[config.mk]
export PLATFORM = sky130hd
export DESIGN_NAME = operand_fetch
export DESIGN_NICKNAME = d
export VERILOG_FILES = /design/src/rtl/mips_pkg.sv /design/src/rtl/forward_mux.sv /design/src/rtl/operand_fetch.sv
export SDC_FILE = /design/constraint.sdc
export NUM_CORES = 1
export LEC_CHECK = 0
export CAP_MARGIN = 20
export CORE_AREA = 2 2 167 169
export CTS_CLUSTER_DIAMETER = 40
export CTS_CLUSTER_SIZE = 12
export DETAILED_ROUTE_END_ITERATION = 16
export DIE_AREA = 0 0 169 171
export PLACE_DENSITY = 0.7
export RECOVER_POWER = 25
export SYNTH_ARGS = -nofsm -noshare
export SYNTH_HDL_FRONTEND = slang
export SYNTH_HIERARCHICAL = 1
export SYNTH_SLANG_ARGS = --single-unit
[constraint.sdc]
create_clock -name clk -period 5.25 [get_ports clk]
set_clock_uncertainty 0.2 [all_clocks]
set_input_delay 1.05 -clock clk [delete_from_list [all_inputs] [get_ports clk]]
set_output_delay 1.05 -clock clk [all_outputs]
set_load 0.01 [all_outputs]
[src/rtl/mips_pkg.sv]
// mips_pkg: opcode constants, instruction field positions and operand-use decode
package mips_pkg;

    localparam logic [5:0] OP_RTYPE = 6'h00;
    localparam logic [5:0] OP_BEQ   = 6'h04;
    localparam logic [5:0] OP_BNE   = 6'h05;
    localparam logic [5:0] OP_SB    = 6'h28;
    localparam logic [5:0] OP_SH    = 6'h29;
    localparam logic [5:0] OP_SWL   = 6'h2A;
    localparam logic [5:0] OP_SW    = 6'h2B;

    localparam int OP_HI  = 31;
    localparam int OP_LO  = 26;
    localparam int RS_HI  = 25;
    localparam int RS_LO  = 21;
    localparam int RT_HI  = 20;
    localparam int RT_LO  = 16;
    localparam int RD_HI  = 15;
    localparam int RD_LO  = 11;
    localparam int IMM_HI = 15;
    localparam int IMM_LO = 0;

    // R-type, branches and stores read rt; everything else only reads rs
    function automatic logic rt_used(input logic [5:0] op);
        return op inside {OP_RTYPE, OP_BEQ, OP_BNE, OP_SB, OP_SH, OP_SWL, OP_SW};
    endfunction

endpackage

[src/rtl/forward_mux.sv]
// forward_mux: resolve one source operand from regfile data and the EX/MEM/WB bypass paths
module forward_mux #(
    parameter int ADDR_SIZE = 5,
    parameter int WORD_SIZE = 32
) (
    input  logic [ADDR_SIZE-1:0] addr,
    input  logic [WORD_SIZE-1:0] reg_data,
    input  logic                 ex_wr_en,
    input  logic                 ex_load,
    input  logic [ADDR_SIZE-1:0] ex_wr_addr,
    input  logic [WORD_SIZE-1:0] ex_wr_data,
    input  logic                 mem_wr_en,
    input  logic [ADDR_SIZE-1:0] mem_wr_addr,
    input  logic [WORD_SIZE-1:0] mem_wr_data,
    input  logic                 wb_wr_en,
    input  logic [ADDR_SIZE-1:0] wb_wr_addr,
    input  logic [WORD_SIZE-1:0] wb_wr_data,
    output logic [WORD_SIZE-1:0] val
);

    // youngest producer wins; a load in EX has no data yet, so it is skipped
    always_comb begin
        val = (addr == '0)                                   ? '0 :
              (ex_wr_en && !ex_load && ex_wr_addr == addr)   ? ex_wr_data :
              (mem_wr_en && mem_wr_addr == addr)             ? mem_wr_data :
              (wb_wr_en && wb_wr_addr == addr)               ? wb_wr_data :
                                                               reg_data;
    end

endmodule

[src/rtl/operand_fetch.sv]
// operand_fetch: ID stage operand resolution, load-use detection and ID/EX pipeline register
module operand_fetch
    import mips_pkg::*;
#(
    parameter int ADDR_SIZE = 5,
    parameter int WORD_SIZE = 32
) (
    input  logic                 clk,
    input  logic                 rst,
    input  logic                 id_valid,
    input  logic [WORD_SIZE-1:0] id_instr,
    input  logic [WORD_SIZE-1:0] id_pc,
    input  logic                 stall_in,
    input  logic                 flush,
    output logic                 stall_out,
    output logic [ADDR_SIZE-1:0] rs_addr,
    output logic [ADDR_SIZE-1:0] rt_addr,
    input  logic [WORD_SIZE-1:0] rs_data,
    input  logic [WORD_SIZE-1:0] rt_data,
    input  logic                 ex_wr_en,
    input  logic                 ex_load,
    input  logic [ADDR_SIZE-1:0] ex_wr_addr,
    input  logic [WORD_SIZE-1:0] ex_wr_data,
    input  logic                 mem_wr_en,
    input  logic [ADDR_SIZE-1:0] mem_wr_addr,
    input  logic [WORD_SIZE-1:0] mem_wr_data,
    input  logic                 wb_wr_en,
    input  logic [ADDR_SIZE-1:0] wb_wr_addr,
    input  logic [WORD_SIZE-1:0] wb_wr_data,
    output logic                 ex_valid,
    output logic [WORD_SIZE-1:0] ex_pc,
    output logic [WORD_SIZE-1:0] ex_instr,
    output logic [WORD_SIZE-1:0] ex_rs_val,
    output logic [WORD_SIZE-1:0] ex_rt_val,
    output logic [WORD_SIZE-1:0] ex_imm,
    output logic [ADDR_SIZE-1:0] ex_dst
);

    logic [5:0]           op;
    logic                 rt_use;
    logic                 lu;
    logic [WORD_SIZE-1:0] rs_val;
    logic [WORD_SIZE-1:0] rt_val;
    logic [WORD_SIZE-1:0] imm;
    logic [ADDR_SIZE-1:0] dst;

    assign op      = id_instr[OP_HI:OP_LO];
    assign rs_addr = id_instr[RS_HI:RS_LO];
    assign rt_addr = id_instr[RT_HI:RT_LO];
    assign rt_use  = rt_used(op);
    assign imm     = {{(WORD_SIZE-16){id_instr[IMM_HI]}}, id_instr[IMM_HI:IMM_LO]};
    assign dst     = (op == OP_RTYPE) ? id_instr[RD_HI:RD_LO] : id_instr[RT_HI:RT_LO];

    // a load in EX whose target is read here cannot be bypassed this cycle
    always_comb begin
        lu = id_valid && ex_load && ex_wr_en && (ex_wr_addr != '0) &&
             ((ex_wr_addr == rs_addr) || (rt_use && ex_wr_addr == rt_addr));
    end

    assign stall_out = lu || stall_in;

    forward_mux #(.ADDR_SIZE(ADDR_SIZE), .WORD_SIZE(WORD_SIZE)) u_rs_mux (
        .addr(rs_addr), .reg_data(rs_data),
        .ex_wr_en(ex_wr_en), .ex_load(ex_load), .ex_wr_addr(ex_wr_addr), .ex_wr_data(ex_wr_data),
        .mem_wr_en(mem_wr_en), .mem_wr_addr(mem_wr_addr), .mem_wr_data(mem_wr_data),
        .wb_wr_en(wb_wr_en), .wb_wr_addr(wb_wr_addr), .wb_wr_data(wb_wr_data),
        .val(rs_val)
    );

    forward_mux #(.ADDR_SIZE(ADDR_SIZE), .WORD_SIZE(WORD_SIZE)) u_rt_mux (
        .addr(rt_addr), .reg_data(rt_data),
        .ex_wr_en(ex_wr_en), .ex_load(ex_load), .ex_wr_addr(ex_wr_addr), .ex_wr_data(ex_wr_data),
        .mem_wr_en(mem_wr_en), .mem_wr_addr(mem_wr_addr), .mem_wr_data(mem_wr_data),
        .wb_wr_en(wb_wr_en), .wb_wr_addr(wb_wr_addr), .wb_wr_data(wb_wr_data),
        .val(rt_val)
    );

    // ID/EX register: downstream stall holds everything, flush and load-use insert a zeroed bubble
    always_ff @(posedge clk or posedge rst) begin
        if (rst) begin
            ex_valid  <= 1'b0;
            ex_pc     <= '0;
            ex_instr  <= '0;
            ex_rs_val <= '0;
            ex_rt_val <= '0;
            ex_imm    <= '0;
            ex_dst    <= '0;
        end else if (!stall_in) begin
            ex_valid  <= (flush || lu) ? 1'b0 : id_valid;
            ex_pc     <= (flush || lu) ? '0 : id_pc;
            ex_instr  <= (flush || lu) ? '0 : id_instr;
            ex_rs_val <= (flush || lu) ? '0 : rs_val;
            ex_rt_val <= (flush || lu) ? '0 : rt_val;
            ex_imm    <= (flush || lu) ? '0 : imm;
            ex_dst    <= (flush || lu) ? '0 : dst;
        end
    end

endmodule

== After elaboration in Yosys (flattened, before gate mapping) ==
Index checks and enable logic that the tools add are counted.

* Bits of input ports: 248
* Output and inout bits: 177
* Flip-flop bits (word level): 166

* Reduce and logical (&&, ||, !) cells: 21
* Eq/ne operators: 12
* Muxes and demuxes: 16

{| class="wikitable"
|+ Operator list
! kind !! number
|-
| $mux 32 || 13
|-
| $eq 5x5->1 || 6
|-
| $eq 6x6->1 const B || 4
|-
| $eq 6x3->1 const B || 2
|-
| $logic_and 1x1->1 || 12
|-
| $logic_not 5->1 || 2
|-
| $mux 5 || 2
|-
| $reduce_bool 7->1 || 1
|-
| $logic_not 6->1 || 1
|-
| $reduce_bool 5->1 || 1
|-
| $logic_or 1x1->1 || 3
|-
| $logic_not 1->1 || 1
|-
| $mux 1 || 1
|}

== Longest topological paths before layout ==
* Depth after elaboration: 7
* Gate-level depth with buffers: 9

== Hierarchy ==
The synthesis kept the hierarchy.

{| class="wikitable"
|+ Modules (own cells, without submodules)
! module !! instances !! cells an instance !! seq. area each (um^2) !! area an instance (um^2)
|-
| operand_fetch || 1 || 663 || 3353.2 || 6844.1
|-
| forward_mux || 2 || 171 || 0.0 || 1406.3
|}

== Worst setup path after synthesis ==
OpenSTA, ideal clock, no wires.

* Kind: input-to-output
* Start: input port ex_wr_addr[1]
* End: output port stall_out
* Path slack: 1.636 ns
* Data required time: 4.000 ns
* Arrival time: 2.364 ns
* Buffers on the path: 1
* Stages on the path: 5
* Path through: or4_4 -> o21ai_2 -> nor4_2 -> buf_2 -> or3_1

* Cells in the longest elaborated chain, start to end: 5
* Elaborated cells on any way between the ends: 8
* Classes of those cells: eq/ne: 2; reduce/logical: 6

{| class="wikitable"
|+ Ends and longest elaborated chain
! element !! RTL line !! source
|-
| start: declaration || operand_fetch.sv:22 || <nowiki>input logic [ADDR_SIZE-1:0] ex_wr_addr,</nowiki>
|-
| $eq 5x5->1 || operand_fetch.sv:57 || <nowiki>((ex_wr_addr == rs_addr) || (rt_use && ex_wr_addr == rt_addr));</nowiki>
|-
| $logic_and 1x1->1 || operand_fetch.sv:57 ||
|-
| $logic_or 1x1->1 || operand_fetch.sv:57 ||
|-
| $logic_and 1x1->1 (*) || operand_fetch.sv:56 || <nowiki>lu = id_valid && ex_load && ex_wr_en && (ex_wr_addr != '0) &&</nowiki>
|-
| $logic_or 1x1->1 (*) || operand_fetch.sv:60 || <nowiki>assign stall_out = lu || stall_in;</nowiki>
|-
| end: declaration || operand_fetch.sv:15 || <nowiki>output logic stall_out,</nowiki>
|}

Every way passes the cells marked *; elsewhere a longest branch is shown, timed or not.

== Final worst setup path ==
Ends and elaborated chain as after synthesis.

==> reports/results.ini <==
[route]
wl_mm=35.3
viasPerCell=5.31
antenna_left=0
wl_per_cell_um=20.9
drt_iter0_markers=691
drtPass1Iterations=5
drc=0
vias=8991

[layout]
fillers=2508
area_growth_pct=48.0
seq_area_sq_um=3350
nNetsFinal=1582
antenna_cells=0
stdcell_count=1693
drive_gt1_frac=0.141
multi_input_comb_area_sq_um=4730
final_util=0.523

[floorplanning]
die_h_um=171
dieWidth_um=169
rows=61
initial_utilization=0.353
ios=425
core-area_sq_um=27300
dieArea_sq_um=28900

[yosys]
synth_nets=1253
synth_area_per_cell_sq_um=9.61
netlist_area_sq_um=9660
synth_edf_count=0
netlist_top_cells_count=194 x inv_1, 137 x nand2_1, 134 x dfrtp_1
yosysSeqAreaShare=0.347
synthCells=1005
synth_top_area_frac=0.347
yosys_most_used_dff=dfrtp_1
yosys_warnings=6
post-synth-top-area-cell=dfrtp_1
async_flop_share=1.00
synth_seq_cells=134
yosysMostFrequentCell=inv_1
synthTopCellsByArea=dfrtp_1 35%, o41ai_2 10%, a221oi_2 9.3%
synth_cell_types=32

[clocking]
post_cts.repair.setup_buffers=0
clock_sink_count=134
htree_levels=4
cts_hold_repair.buffers=0
ctsRootBufferMaster=clkbuf_16
clk_pin_slew_ns=0.06
cts-resized-gates=0
clock_latency_ns=0.43
cts_tree=done
cts_buffers=17
cts_buffer_depth=2

[worst_setup_path]
timing.rr.end=ex_imm[30]
rrSetupSlack_ns=3.97
r2r-start=ex_imm[30]
r2r_cells=2
worstPathArrival_ns=3.34
critPathRequiredTime_ns=4.00
path_max_fanout=5
crit_path_end_kind=output port
critPathKind=in -> out
start_kind=input port

[power_and_ir_drop]
p_leak_nw=6.28
power_density_nw_per_um2=232
total_power_mw=3.32
ir_drop_mv=0.168

[placed_design]
place_congestion=0.814
place_hpwl_mm=24.0
place_inst=1661
portBuffers=424

[timing]
drv_slew=62
fin_crit_sh=0.875
slew_headroom=-1.06
period_needed_ns=4.59
rsz0062_at_grt=false
hold_violations=0
worst_pin_slew_ns=3.08
fmax_ghz=0.218
setup_viol=0
finalSetupTns_ns=0

[grt]
grt_pass1_wl_mm=53.5
grt_overflow=0
grt_use_total=0.240
first_global_vias=9046
grt_max_degree=177
antenna_found_initial=0

[run_status]
run_status=complete, but fails checks
violations=max-capacitance violations, max-slew violations

[min_path]
hold_start=ex_rs_val[10]
hp-class=reg -> reg
min_path_cells=2
min_to=ex_rs_val[10]

[run]
drv_cap=1

[cell usage in the layout, fill, tap and decap left out, drive strengths merged, types with 3 or more instances in the layout]
cell           count
clkbuf            17
nor2               3
o21ai             65
xor2              24
dfrtp            134
xnor2             16
o41ai            134
inv              203
a221oi            64
and3               3
mux2i             69
buf               22
nor3               3
nand2            137
clkinvlp           3
nand4              3
nor4               7
clkdlybuf4s50    422
[worst max-delay path: stages]
cell,delay (ns)
clkdlybuf4s50_1,0.56
or4_4,0.61
o21ai_2,0.17
nor4_4,0.08
or3_1,0.37
clkdlybuf4s50_1,0.50
[state kept, by name, indices dropped and copies added (netlist names)]
signal / flops
ex_dst: 5
ex_imm: 16
ex_valid: 1
ex_instr: 16
ex_rs_val: 32
ex_rt_val: 32
ex_pc: 32
[worst max path at each step]
stage / slack [ns] / cells past startpoint / endpoint / from
3_3_place_gp: 0.64 / 6 / stall_out / ex_wr_addr[1]
3_5_place_dp: 0.66 / 6 / stall_out / ex_wr_addr[1]
6_report: 0.66 / 6 / stall_out / ex_wr_addr[1]
5_1_grt: 0.58 / 6 / stall_out / ex_wr_addr[1]
4_1_cts: 0.65 / 6 / stall_out / ex_wr_addr[1]
2_1_floorplan: 0.42 / 1 / ex_dst[0] / rst
[per-layer routing]
| layer | global-route usage | up-vias | routed length (um) |
|---|---|---|---|
| met5 | 0 | - | 0 |
| met4 | 0.0635 | 0 | 506 |
| met3 | 0.0680 | 33 | 2850 |
| met2 | 0.415 | 372 | 17400 |
| met1 | 0.293 | 4427 | 14600 |
| li1 | - | 4159 | - |
[stage by stage]
step | hold WS, ns | instance area [sq um] | setup slack (ns)
floorplan | 0.313 | 9660 | 0.417
global placement | 0.260 | 13700 | 0.639
detailed placement | 0.263 | 13700 | 0.660
CTS | 0.279 | 14300 | 0.648
global route | 0.298 | 14300 | 0.581
finish | 0.279 | 14300 | 0.657
[layout make-up]
type	count	share of cell area
multi-input combinational	542	0.331
timing repair buffer	445	0.313
sequential	134	0.235
inverter	194	0.0510
tap	346	0.0303
clock buffer	17	0.0298
clock inverter	15	0.0108
[where the power goes]
| part | switching [mW] | total [mW] | internal, mW |
|---|---|---|---|
| clock | 0.552 | 1.22 | 0.673 |
| sequential | 0.0568 | 1.18 | 1.12 |
| combinational | 0.409 | 0.916 | 0.507 |
| total | 1.02 | 3.32 | 2.30 |
[cells by family (layout without fill, tap and decap cells)]
| logic type | count (synthesis) | after routing | share of synthesized area |
|---|---|---|---|
| compound gates | 266 | 266 | 0.302 |
| flops | 134 | 134 | 0.347 |
| buf+inv | 329 | 671 | 0.165 |
| simple gates | 167 | 167 | 0.0776 |
| xor+xnor | 40 | 40 | 0.0363 |
| mux | 69 | 69 | 0.0715 |
No activity file was read; power rests on OpenSTA's default activity.
